File: config.mk
export PLATFORM = sky130hd
export DESIGN_NAME = sram_req_adapter_flat
export DESIGN_NICKNAME = d
export VERILOG_FILES = /design/src/rtl/sram_req_adapter_if.sv /design/src/rtl/sram_req_adapter.sv /design/src/flat_wrapper.sv
export SDC_FILE = /design/constraint.sdc
export NUM_CORES = 1
export LEC_CHECK = 0
export ABC_AREA = 1
export CORE_MARGIN = 2
export CORE_UTILIZATION = 68
export CTS_CLUSTER_DIAMETER = 60
export CTS_CLUSTER_SIZE = 14
export DETAILED_ROUTE_END_ITERATION = 6
export DONT_BUFFER_PORTS = 1
export PLACE_DENSITY = 0.84
export SLEW_MARGIN = 20
export SYNTH_ARGS = -nofsm -noshare
export SYNTH_HDL_FRONTEND = slang
export SYNTH_SLANG_ARGS = --single-unit
File: constraint.sdc
create_clock -name clock -period 6.4 [get_ports clock]
set_input_delay 1.28 -clock clock [delete_from_list [all_inputs] [get_ports clock]]
set_output_delay 1.28 -clock clock [all_outputs]
set_load 0.01 [all_outputs]
File: src/rtl/sram_req_adapter_if.sv
// -----------------------------------------------------------------------------
// sram_req_adapter_if
//   Request/response bundle between a client and sram_req_adapter.
//
//   Write channel : w_valid, w_ready, w_addr, w_data
//   Read channel  : r_valid, r_ready, r_addr
//   Response      : resp_valid, resp_ready, resp_data
//
//   master modport : client side (issues requests, consumes responses)
//   slave modport  : adapter side
// -----------------------------------------------------------------------------
interface sram_req_adapter_if #(
    parameter int Bits      = 20,
    parameter int Add_Width = 6
);
    logic                 w_valid;
    logic                 w_ready;
    logic [Add_Width-1:0] w_addr;
    logic [Bits-1:0]      w_data;

    logic                 r_valid;
    logic                 r_ready;
    logic [Add_Width-1:0] r_addr;

    logic                 resp_valid;
    logic                 resp_ready;
    logic [Bits-1:0]      resp_data;

    modport master (
        output w_valid, w_addr, w_data,
        input  w_ready,
        output r_valid, r_addr,
        input  r_ready,
        input  resp_valid, resp_data,
        output resp_ready
    );

    modport slave (
        input  w_valid, w_addr, w_data,
        output w_ready,
        input  r_valid, r_addr,
        output r_ready,
        output resp_valid, resp_data,
        input  resp_ready
    );
endinterface

File: src/rtl/sram_req_adapter.sv
// -----------------------------------------------------------------------------
// sram_req_adapter
//   Front-end controller for a single-port SRAM macro (active-low CEB/WEB,
//   one-cycle read latency, Q only meaningful in the cycle after a read).
//   After reset it sweeps the whole array with zeros, then arbitrates between
//   a write and a read request channel, issuing at most one macro command per
//   cycle. Read data returns through a 2-entry response queue with a bypass
//   path, so a stalled consumer never loses data and an unstalled one sees
//   one-cycle latency at full throughput.
//
//   Ports:
//     clock, reset        rising-edge clock, asynchronous active-high reset
//     init_done           high once the zero-fill sweep has completed
//     bus (slave)         write / read request channels and read response
//     sram_CEB, sram_WEB  macro chip / write enable, active low
//     sram_A, sram_D      macro address and write data
//     sram_Q              macro read data
// -----------------------------------------------------------------------------
module sram_req_adapter #(
    parameter int Bits       = 20,
    parameter int Word_Depth = 64,
    parameter int Add_Width  = 6
) (
    input  logic                 clock,
    input  logic                 reset,
    output logic                 init_done,
    sram_req_adapter_if.slave    bus,
    output logic                 sram_CEB,
    output logic                 sram_WEB,
    output logic [Add_Width-1:0] sram_A,
    output logic [Bits-1:0]      sram_D,
    input  logic [Bits-1:0]      sram_Q
);

    typedef enum logic {
        ST_INIT,
        ST_RUN
    } state_t;

    localparam logic [Add_Width-1:0] LAST_ADDR = Add_Width'(Word_Depth - 1);

    state_t               state;
    logic [Add_Width-1:0] init_cnt;
    logic                 rr_read_first;  // 0: write wins the next contended cycle
    logic                 inflight;       // a read was issued last cycle

    logic [Bits-1:0]      q_mem [2];
    logic                 q_head;
    logic [1:0]           q_count;
    logic                 q_tail;

    logic                 resp_valid_int;
    logic                 pop;            // consumer takes the presented response
    logic                 q_push;         // sram_Q must be captured this cycle
    logic                 q_pop;          // queue head leaves this cycle
    logic [2:0]           occupancy;
    logic                 credit_ok;
    logic                 w_elig;
    logic                 r_elig;
    logic                 grant_w;
    logic                 grant_r;

    // -------------------------------------------------------------------------
    // Response path
    // -------------------------------------------------------------------------
    assign q_tail         = q_head ^ q_count[0];
    assign resp_valid_int = inflight || (q_count != 2'd0);
    assign pop            = resp_valid_int && bus.resp_ready;

    // With an empty queue the macro output is presented directly; it only
    // needs capturing if the consumer does not take it this cycle.
    assign q_push = inflight && !((q_count == 2'd0) && bus.resp_ready);
    assign q_pop  = (q_count != 2'd0) && bus.resp_ready;

    assign bus.resp_valid = resp_valid_int;
    assign bus.resp_data  = (q_count == 2'd0) ? sram_Q : q_mem[q_head];

    // Responses already owed (queued + in flight) minus the one leaving now
    // must leave room for one more read, so the queue can never overflow.
    assign occupancy = {1'b0, q_count} + {2'b00, inflight} - {2'b00, pop};
    assign credit_ok = (occupancy < 3'd2);

    // -------------------------------------------------------------------------
    // Arbitration
    // -------------------------------------------------------------------------
    always_comb begin
        // NOTE: every always_comb output gets a default before any branch,
        // so no path can leave it unassigned and infer a latch.
        w_elig  = 1'b0;
        r_elig  = 1'b0;
        grant_w = 1'b0;
        grant_r = 1'b0;
        if (state == ST_RUN) begin
            w_elig  = bus.w_valid;
            r_elig  = bus.r_valid && credit_ok;
            grant_w = w_elig && (!r_elig || !rr_read_first);
            grant_r = r_elig && (!w_elig || rr_read_first);
        end
    end

    assign bus.w_ready = grant_w;
    assign bus.r_ready = grant_r;

    // -------------------------------------------------------------------------
    // Macro command
    // -------------------------------------------------------------------------
    always_comb begin
        sram_CEB = 1'b1;
        sram_WEB = 1'b1;
        sram_A   = '0;
        sram_D   = '0;
        // Nothing is driven to the macro while reset is held.
        if (!reset) begin
            if (state == ST_INIT) begin
                sram_CEB = 1'b0;
                sram_WEB = 1'b0;
                sram_A   = init_cnt;
            end else if (grant_w) begin
                sram_CEB = 1'b0;
                sram_WEB = 1'b0;
                sram_A   = bus.w_addr;
                sram_D   = bus.w_data;
            end else if (grant_r) begin
                sram_CEB = 1'b0;
                sram_A   = bus.r_addr;
            end
        end
    end

    // -------------------------------------------------------------------------
    // Control state
    // -------------------------------------------------------------------------
    // NOTE: state registers use non-blocking assignments so every register
    // samples pre-edge values regardless of statement order.
    always_ff @(posedge clock or posedge reset) begin
        if (reset) begin
            state         <= ST_INIT;
            init_cnt      <= '0;
            init_done     <= 1'b0;
            rr_read_first <= 1'b0;
            inflight      <= 1'b0;
            q_head        <= 1'b0;
            q_count       <= 2'd0;
        end else begin
            case (state)
                ST_INIT: begin
                    init_cnt <= init_cnt + 1'b1;
                    // Terminal count is the last word, not counter wrap, so
                    // non-power-of-two depths sweep correctly.
                    if (init_cnt == LAST_ADDR) begin
                        state     <= ST_RUN;
                        init_done <= 1'b1;
                    end
                end
                ST_RUN: begin
                    if (w_elig && r_elig) begin
                        rr_read_first <= !rr_read_first;
                    end
                end
                default: state <= ST_INIT;
            endcase

            inflight <= grant_r;

            if (q_pop) begin
                q_head <= !q_head;
            end
            case ({q_push, q_pop})
                2'b10:   q_count <= q_count + 2'd1;
                2'b01:   q_count <= q_count - 2'd1;
                default: q_count <= q_count;
            endcase
        end
    end

    // NOTE: queue storage has no reset; validity is tracked by q_count, so
    // the data flops need no reset and stay plain registers.
    always_ff @(posedge clock) begin
        if (q_push) begin
            q_mem[q_tail] <= sram_Q;
        end
    end

endmodule
File: src/flat_wrapper.sv
// flat-port wrapper written by rule: the top's interface ports become plain ports
module sram_req_adapter_flat 
#(
    parameter int Bits       = 20,
    parameter int Word_Depth = 64,
    parameter int Add_Width  = 6
)
  (clock, reset, init_done, sram_CEB, sram_WEB, sram_A, sram_D, sram_Q, bus_w_valid, bus_w_addr, bus_w_data, bus_w_ready, bus_r_valid, bus_r_addr, bus_r_ready, bus_resp_valid, bus_resp_data, bus_resp_ready);
  sram_req_adapter_if #(.Bits(Bits), .Add_Width(Add_Width)) bus_i ();
  input  logic clock;
  input  logic reset;
  output logic init_done;
  output logic sram_CEB;
  output logic sram_WEB;
  output logic [Add_Width-1:0] sram_A;
  output logic [Bits-1:0] sram_D;
  input  logic [Bits-1:0] sram_Q;
  input wire logic [$bits(bus_i.w_valid)-1:0] bus_w_valid;
  input wire logic [$bits(bus_i.w_addr)-1:0] bus_w_addr;
  input wire logic [$bits(bus_i.w_data)-1:0] bus_w_data;
  output wire logic [$bits(bus_i.w_ready)-1:0] bus_w_ready;
  input wire logic [$bits(bus_i.r_valid)-1:0] bus_r_valid;
  input wire logic [$bits(bus_i.r_addr)-1:0] bus_r_addr;
  output wire logic [$bits(bus_i.r_ready)-1:0] bus_r_ready;
  output wire logic [$bits(bus_i.resp_valid)-1:0] bus_resp_valid;
  output wire logic [$bits(bus_i.resp_data)-1:0] bus_resp_data;
  input wire logic [$bits(bus_i.resp_ready)-1:0] bus_resp_ready;
  assign bus_i.w_valid = bus_w_valid;
  assign bus_i.w_addr = bus_w_addr;
  assign bus_i.w_data = bus_w_data;
  assign bus_w_ready = bus_i.w_ready;
  assign bus_i.r_valid = bus_r_valid;
  assign bus_i.r_addr = bus_r_addr;
  assign bus_r_ready = bus_i.r_ready;
  assign bus_resp_valid = bus_i.resp_valid;
  assign bus_resp_data = bus_i.resp_data;
  assign bus_i.resp_ready = bus_resp_ready;
  sram_req_adapter #(.Bits(Bits), .Word_Depth(Word_Depth), .Add_Width(Add_Width)) u_core (.clock(clock), .reset(reset), .init_done(init_done), .bus(bus_i), .sram_CEB(sram_CEB), .sram_WEB(sram_WEB), .sram_A(sram_A), .sram_D(sram_D), .sram_Q(sram_Q));
endmodule
==> flow_metrics.py, run 1 <==
metrics = {
    "timing": {
        "drv_slew": 0,
        "finClkSkew_ns": 0.0115,
        "fmax_mhz": 225,
        "min_period_over_period_pct": 69.6,
        "tightest_slew_ns": 1.01,
        "fin_crit_ns": 4.45,
        "worst_slack_ns": 1.95,
        "relSlewSlack_pct": 32.3,
        "setup_viol": 0,
        "hold_ws_ns": 0.518,
        "tns_ns": 0,
        "hold_violations": 0,
        "rsz0062_at_grt": "false",
    },
    "synthesis": {
        "synthTopCellsByArea": "edfxtp_1 43%, dfrtp_1 12%, nand2_1 10%",
        "synthCells": 308,
        "synthTopCellsByCount": "76 x nand2_1, 40 x edfxtp_1, 40 x o21ai_0",
        "ys.warnings.count": 0,
        "ys_seq_elements": 53,
        "ys_types": 30,
        "yosysMostFrequentCell": "nand2_1",
        "synth-seq-area-share_pct": 54.4,
        "async_reset_ff_share_pct": 24.5,
        "synth-main-ff-cell": "edfxtp_1",
        "yosys.area.top_type": "edfxtp_1",
        "synth_top_area_share_pct": 42.8,
        "synth_nets": 369,
        "syn_avg_cell_area_um2": 9.12,
        "synth_area_um2": 2810,
        "synth_edf_count": 40,
    },
    "cells_and_area": {
        "area_delta_synth_final_pct": 2.14,
        "antenna_cells": 0,
        "drive_gt1_share_pct": 14.6,
        "nets": 361,
    },
    "detailed_routing": {
        "vias": 1908,
        "routed_wl_mm": 4.95,
        "avgRoutedWirePerCell_um": 14.1,
        "firstDrtPassIters": 4,
        "drc_errors": 0,
        "postRouteAntennaNets": 0,
        "drt-initial-drc-count": 143,
        "vias_per_cell": 5.44,
    },
    "die": {
        "dieHeight_um": 68.3,
        "die_area_um2": 4660,
        "rows": 23,
        "die_w_um": 68.3,
        "start_util_pct": 70.2,
        "core_um2": 4000,
        "num_io_pins": 109,
    },
    "clock_tree": {
        "cts_htree_levels": 2,
        "clock-sinks": 53,
        "clk_pin_slew_ns": 0.09,
        "insertion_delay_ns": 0.30,
        "cts_made_buffers": 5,
        "cts_tree": "yes",
        "clock_path_buffers": 2,
        "cts_hold_buf": 0,
        "cts-resized-gates": 0,
        "cts_setup_buffers": 0,
        "root_buffer": "clkbuf_8",
    },
    "setup_path": {
        "timing.rr.start": "u_core.q_count[0]$_DFFE_PP0P_",
        "cp_num_cells": 15,
        "max_stage_delay_ns": 0.41,
        "criticalPathCategory": "in -> out",
        "timing.critical_path.buf_inv": 4,
        "crit_fanout": 21,
        "crit_family": "simple AND/OR/NAND/NOR gates",
        "cp_cell_sequence": "inv_1 -> a21oi_1 -> ha_1 -> inv_1 -> nand2_1 -> fa_1 -> inv_1 -> nand2_2 -> nand3_2 -> nand2_2 -> nand2_4 -> nand2_4 -> inv_4 -> nand2_1 -> nor2_1",
        "crit_path_start_kind": "input port",
        "cpMostUsedCell": "inv_1",
        "crit_required_ns": 5.12,
        "worstSetupStartpoint": "bus_resp_ready",
        "cp-endpoint": "sram_D[2]",
        "crit_path_end_kind": "output pin",
        "r2r_cells": 13,
        "r2r-end": "u_core.inflight$_DFF_PP0_",
        "cp.arrival_ns": 3.17,
        "slowest_stage": "fa_1",
        "r2r_slack_ns": 3.76,
    },
    "pwr": {
        "leakage_nw": 1.16,
        "p_per_area_nw_per_um2": 303,
        "irDropWorstVdd_v": 0.000138,
    },
    "place": {
        "dp_hpwl_mm": 3.67,
        "dp_slack_ns": 1.94,
        "globalplace.congestion": 0.883,
        "portBuffers": 0,
    },
    "grt": {
        "grt_max_degree": 45,
        "antenna_found_initial": 0,
        "gr-usage-all-layers_pct": 21.7,
        "grt_pass1_vias": 1605,
        "grt_overflow": 0,
        "grt_pass1_wl_mm": 7.16,
    },
    "flow_run": {
        "maxCapViolations": 0,
    },
    "status": {
        "status": "finished, final reports clean",
    },
    "hold_path": {
        "hold_path.class": "reg -> reg",
    },
}
## where the power goes
group	switching (W)	leakage, nW	internal [W]	total (W)
logic	0.000205	0.602	0.0000853	0.000291
clock network	0.0000984	0.0450	0.0000759	0.000174
registers	0.0000248	0.516	0.000380	0.000405
total	0.000328	1.16	0.000541	0.000870
## layout by cell type (no fill, tap or decap)
cell type,n
a21oi_1,2
and3_1,1
buf_4,2
clkbuf_1,1
clkbuf_8,5
clkinv_2,2
dfrtp_1,13
edfxtp_1,40
fa_1,1
ha_1,3
inv_1,36
inv_2,1
inv_4,1
nand2_1,76
nand2_2,14
nand2_4,2
nand3_1,10
nand3_2,1
nand4_1,5
nor2_1,14
nor2_2,14
nor2_4,1
o21ai_0,40
o21ai_1,4
o21ai_2,1
o21bai_1,1
xnor2_1,5
xor2_1,5
## layout make-up
class,instances,area (um^2)
inverter,38,145
timing repair buffer,2,15.0
sequential,53,1530
fill,295,1130
multi-input combinational,200,1040
clock inverter,2,10.0
clock buffer,6,72.6
tap,50,62.6
## layer usage
metal / wire [um] / GRT usage, % / vias up
li1: - / - / 968
met5: 0 / 0 / -
met3: 351 / 6.58 / 4
met2: 2620 / 39.9 / 88
met1: 1940 / 23.7 / 848
met4: 42 / 6.75 / 0
## stage by stage
stage	power, W	utilization (%)	instance area [um^2]	instances
6_report	0.000870	71.7	2870	351
5_1_grt	0.000946	71.7	2870	351
4_1_cts	0.000881	71.7	2870	351
3_5_place_dp	0.000709	69.6	2790	343
3_3_place_gp	0.000697	69.6	2790	343
2_1_floorplan	0.000669	-	2810	308
## kinds of logic after synthesis
kind of cell / synth area share (%)
fa+ha+maj: 2.05
simple gates: 22.8
xor+xnor: 3.12
buf+inv: 8.91
flops: 54.4
compound gates: 8.78
## flip-flops by register name, summed over array words and instances (netlist names)
name                  cells
u_core.q_count            2
u_core.inflight           1
u_core.init_cnt           6
u_core.state              1
u_core.init_done          1
u_core.rr_read_first      1
u_core.q_mem             40
u_core.q_head             1
## worst min path at each step
stage                     slack [ns]                      startpoint  cells after the start                             end
final                           0.52  u_core.init_cnt[5]$_DFFE_PP0N_                      1  u_core.init_cnt[5]$_DFFE_PP0N_
after global placement          0.50  u_core.init_cnt[5]$_DFFE_PP0N_                      1  u_core.init_cnt[5]$_DFFE_PP0N_
after detailed placement        0.50  u_core.init_cnt[5]$_DFFE_PP0N_                      1  u_core.init_cnt[5]$_DFFE_PP0N_
after global routing            0.55  u_core.init_cnt[5]$_DFFE_PP0N_                      1  u_core.init_cnt[5]$_DFFE_PP0N_
after CTS                       0.52  u_core.init_cnt[5]$_DFFE_PP0N_                      1  u_core.init_cnt[5]$_DFFE_PP0N_
after floorplan                 0.47  u_core.init_cnt[5]$_DFFE_PP0N_                      1  u_core.init_cnt[5]$_DFFE_PP0N_
Note: power is estimated with default switching activity, not from simulation.
==> run 2: changes to the inputs <==
--- a/config.mk
+++ b/config.mk
@@ -7,12 +7,12 @@
 export LEC_CHECK = 0
 export ABC_AREA = 1
 export CORE_MARGIN = 2
-export CORE_UTILIZATION = 68
+export CORE_UTILIZATION = 57
 export CTS_CLUSTER_DIAMETER = 60
 export CTS_CLUSTER_SIZE = 14
 export DETAILED_ROUTE_END_ITERATION = 6
 export DONT_BUFFER_PORTS = 1
-export PLACE_DENSITY = 0.84
+export PLACE_DENSITY = 0.75
 export SLEW_MARGIN = 20
 export SYNTH_ARGS = -nofsm -noshare
 export SYNTH_HDL_FRONTEND = slang
==> constraint.sdc (replaced) <==
create_clock -name clock -period 3.8 [get_ports clock]
set_input_delay 0.76 -clock clock [delete_from_list [all_inputs] [get_ports clock]]
set_output_delay 0.76 -clock clock [all_outputs]
set_load 0.01 [all_outputs]
==> run 2 against run 1 <==
  * Routed wire length down 5.0%
  * Clock-buffer cell count is 1 lower
  * Combinational power grew 64%
  * Cell count rose by 6.0%
  * Register-to-register slack got worse by 2.2 ns
  * Clock power increased by 110%
  * Clock skew down 0.0092 ns
  * Worst setup slack got worse by 1.6 ns
  * Die area is 18% higher
  * First-iteration DRC count fell by 67%
  * Global-route usage down 5.1 points
  * Critical path type is now reg -> out
  * Critical endpoint is now sram_D[3]
  * Largest cell class unchanged
  * Largest power group unchanged
  * Highest routed layer unchanged
==> flow_metrics.py, run 2 (synthesis results as in run 1) <==
metrics = {
    "status": {
        "status": "finished, final reports clean",
    },
    "die": {
        "start_util_pct": 59.4,
        "dieHeight_um": 74.2,
        "rows": 25,
        "core_um2": 4720,
        "num_io_pins": 109,
        "die_w_um": 74.2,
        "die_area_um2": 5500,
    },
    "detailed_routing": {
        "vias": 1906,
        "drc_errors": 0,
        "firstDrtPassIters": 4,
        "routed_wl_mm": 4.70,
        "drt-initial-drc-count": 47,
        "vias_per_cell": 5.12,
        "postRouteAntennaNets": 0,
        "avgRoutedWirePerCell_um": 12.6,
    },
    "cells_and_area": {
        "fin_util_pct": 62.4,
        "antenna_cells": 0,
        "top_register": "u_core.q_mem",
        "layout_commonest_cell": "nand2_1",
        "drive_gt1_share_pct": 15.7,
        "final_cell_mix": "76 x nand2_1, 40 x o21ai_0, 40 x edfxtp_1, 36 x inv_1",
        "nets": 365,
        "n_fill_cell": 387,
        "top_regs": "u_core.q_mem x40, u_core.init_cnt x6, u_core.q_count x2",
        "largest_reg_flops": 40,
        "area_delta_synth_final_pct": 4.95,
        "fin_cells": 372,
    },
    "setup_path": {
        "r2r-end": "u_core.inflight$_DFF_PP0_",
        "timing.rr.start": "u_core.q_count[0]$_DFFE_PP0P_",
        "crit_fanout": 21,
        "r2r_cells": 12,
        "crit_path_end_kind": "output pin",
        "cp.arrival_ns": 2.68,
        "crit_path_start_kind": "flop",
        "criticalPathCategory": "reg -> out",
        "crit_required_ns": 3.04,
        "r2r_slack_ns": 1.56,
    },
    "timing": {
        "fmax_mhz": 291,
        "fin_crit_ns": 3.44,
        "rsz0062_at_grt": "false",
        "drv_slew": 0,
        "min_period_over_period_pct": 90.5,
        "tns_ns": 0,
        "setup_viol": 0,
        "hold_violations": 0,
        "relSlewSlack_pct": 48.2,
        "finClkSkew_ns": 0.00229,
        "tightest_slew_ns": 0.777,
    },
    "pwr": {
        "p_per_area_nw_per_um2": 522,
        "irDropWorstVdd_v": 0.000290,
        "leakage_nw": 1.19,
    },
    "flow_run": {
        "maxCapViolations": 0,
    },
    "clock_tree": {
        "cts_tree": "yes",
        "cts_made_buffers": 5,
        "root_buffer": "clkbuf_8",
        "clock-sinks": 53,
        "cts_htree_levels": 2,
        "clock_path_buffers": 2,
        "cts_hold_buf": 0,
        "cts-resized-gates": 0,
        "clk_pin_slew_ns": 0.09,
        "insertion_delay_ns": 0.29,
        "cts_setup_buffers": 0,
    },
    "hold_path": {
        "hold_path.class": "in -> async",
    },
    "place": {
        "dp_hpwl_mm": 3.41,
        "globalplace.congestion": 0.788,
        "placedCellCount": 364,
        "portBuffers": 0,
    },
    "grt": {
        "grt_pass1_vias": 1623,
        "gr-usage-all-layers_pct": 16.6,
        "grt_pass1_wl_mm": 7.06,
        "grt_max_degree": 44,
        "antenna_found_initial": 0,
        "grt_overflow": 0,
    },
}
-- run 2: cell types whose count changed in the layout (fill, tap and decap cells not counted) --
| cell | delta |
|---|---|
| buf_4 | +4 |
| clkinv_2 | -2 |
| bufinv_16 | +1 |
| clkbuf_1 | -1 |
| clkinv_1 | +1 |
| clkinvlp_4 | +1 |
-- run 2: final cells by class --
cell class / instances / area, um^2 / share of cell area, %
sequential: 53 / 1530 / 51.8
timing repair buffer: 6 / 45.0 / 1.53
tap: 67 / 83.8 / 2.85
inverter: 38 / 145 / 4.93
clock inverter: 3 / 41.3 / 1.40
clock buffer: 5 / 68.8 / 2.34
multi-input combinational: 200 / 1040 / 35.2
-- run 2: report_power, final --
group | internal (W) | switching [W]
registers | 0.000640 | 0.0000582
logic | 0.000144 | 0.000332
clock network | 0.000194 | 0.000169
total | 0.000977 | 0.000560
-- run 2: how the worst max path moves through the flow --
stage	from	end	cells past startpoint
global route	u_core.q_count[0]$_DFFE_PP0P_	sram_D[7]	15
floorplan	u_core.q_count[0]$_DFFE_PP0P_	sram_CEB	16
global placement	bus_resp_ready	sram_D[4]	15
detailed placement	bus_resp_ready	sram_D[4]	15
CTS	u_core.q_count[0]$_DFFE_PP0P_	sram_D[4]	15
finish	u_core.q_count[0]$_DFFE_PP0P_	sram_D[3]	15
-- run 2: worst max-delay path, stage by stage, from the launching register on --
cell	delay [ns]
dfrtp_1	0.46
nor2_2	0.15
a21oi_1	0.07
ha_1	0.26
inv_1	0.05
nand2_1	0.05
fa_1	0.43
nand2_1	0.07
inv_1	0.06
nand3_2	0.08
nand2_2	0.07
nand2_4	0.09
nand2_4	0.06
inv_4	0.20
nand2_1	0.08
nor2_1	0.19
-- run 2: metal layers --
layer / up-vias / wire (um) / track usage [%]
met5: - / 0 / 0
met4: 0 / 39 / 5.45
met3: 5 / 386 / 4.20
met2: 73 / 2340 / 29.5
met1: 854 / 1940 / 19.8
li1: 974 / - / -
-- run 2: per-stage QoR --
step                setup slack [ns]  area [um^2]  hold slack (ns)  total power [W]
floorplan                      0.502         2810            0.467          0.00113
global placement               0.469         2840            0.499          0.00118
detailed placement             0.439         2840            0.497          0.00120
CTS                            0.331         2950            0.497          0.00156
global route                  0.0615         2950            0.529          0.00164
finish                         0.361         2950            0.493          0.00154
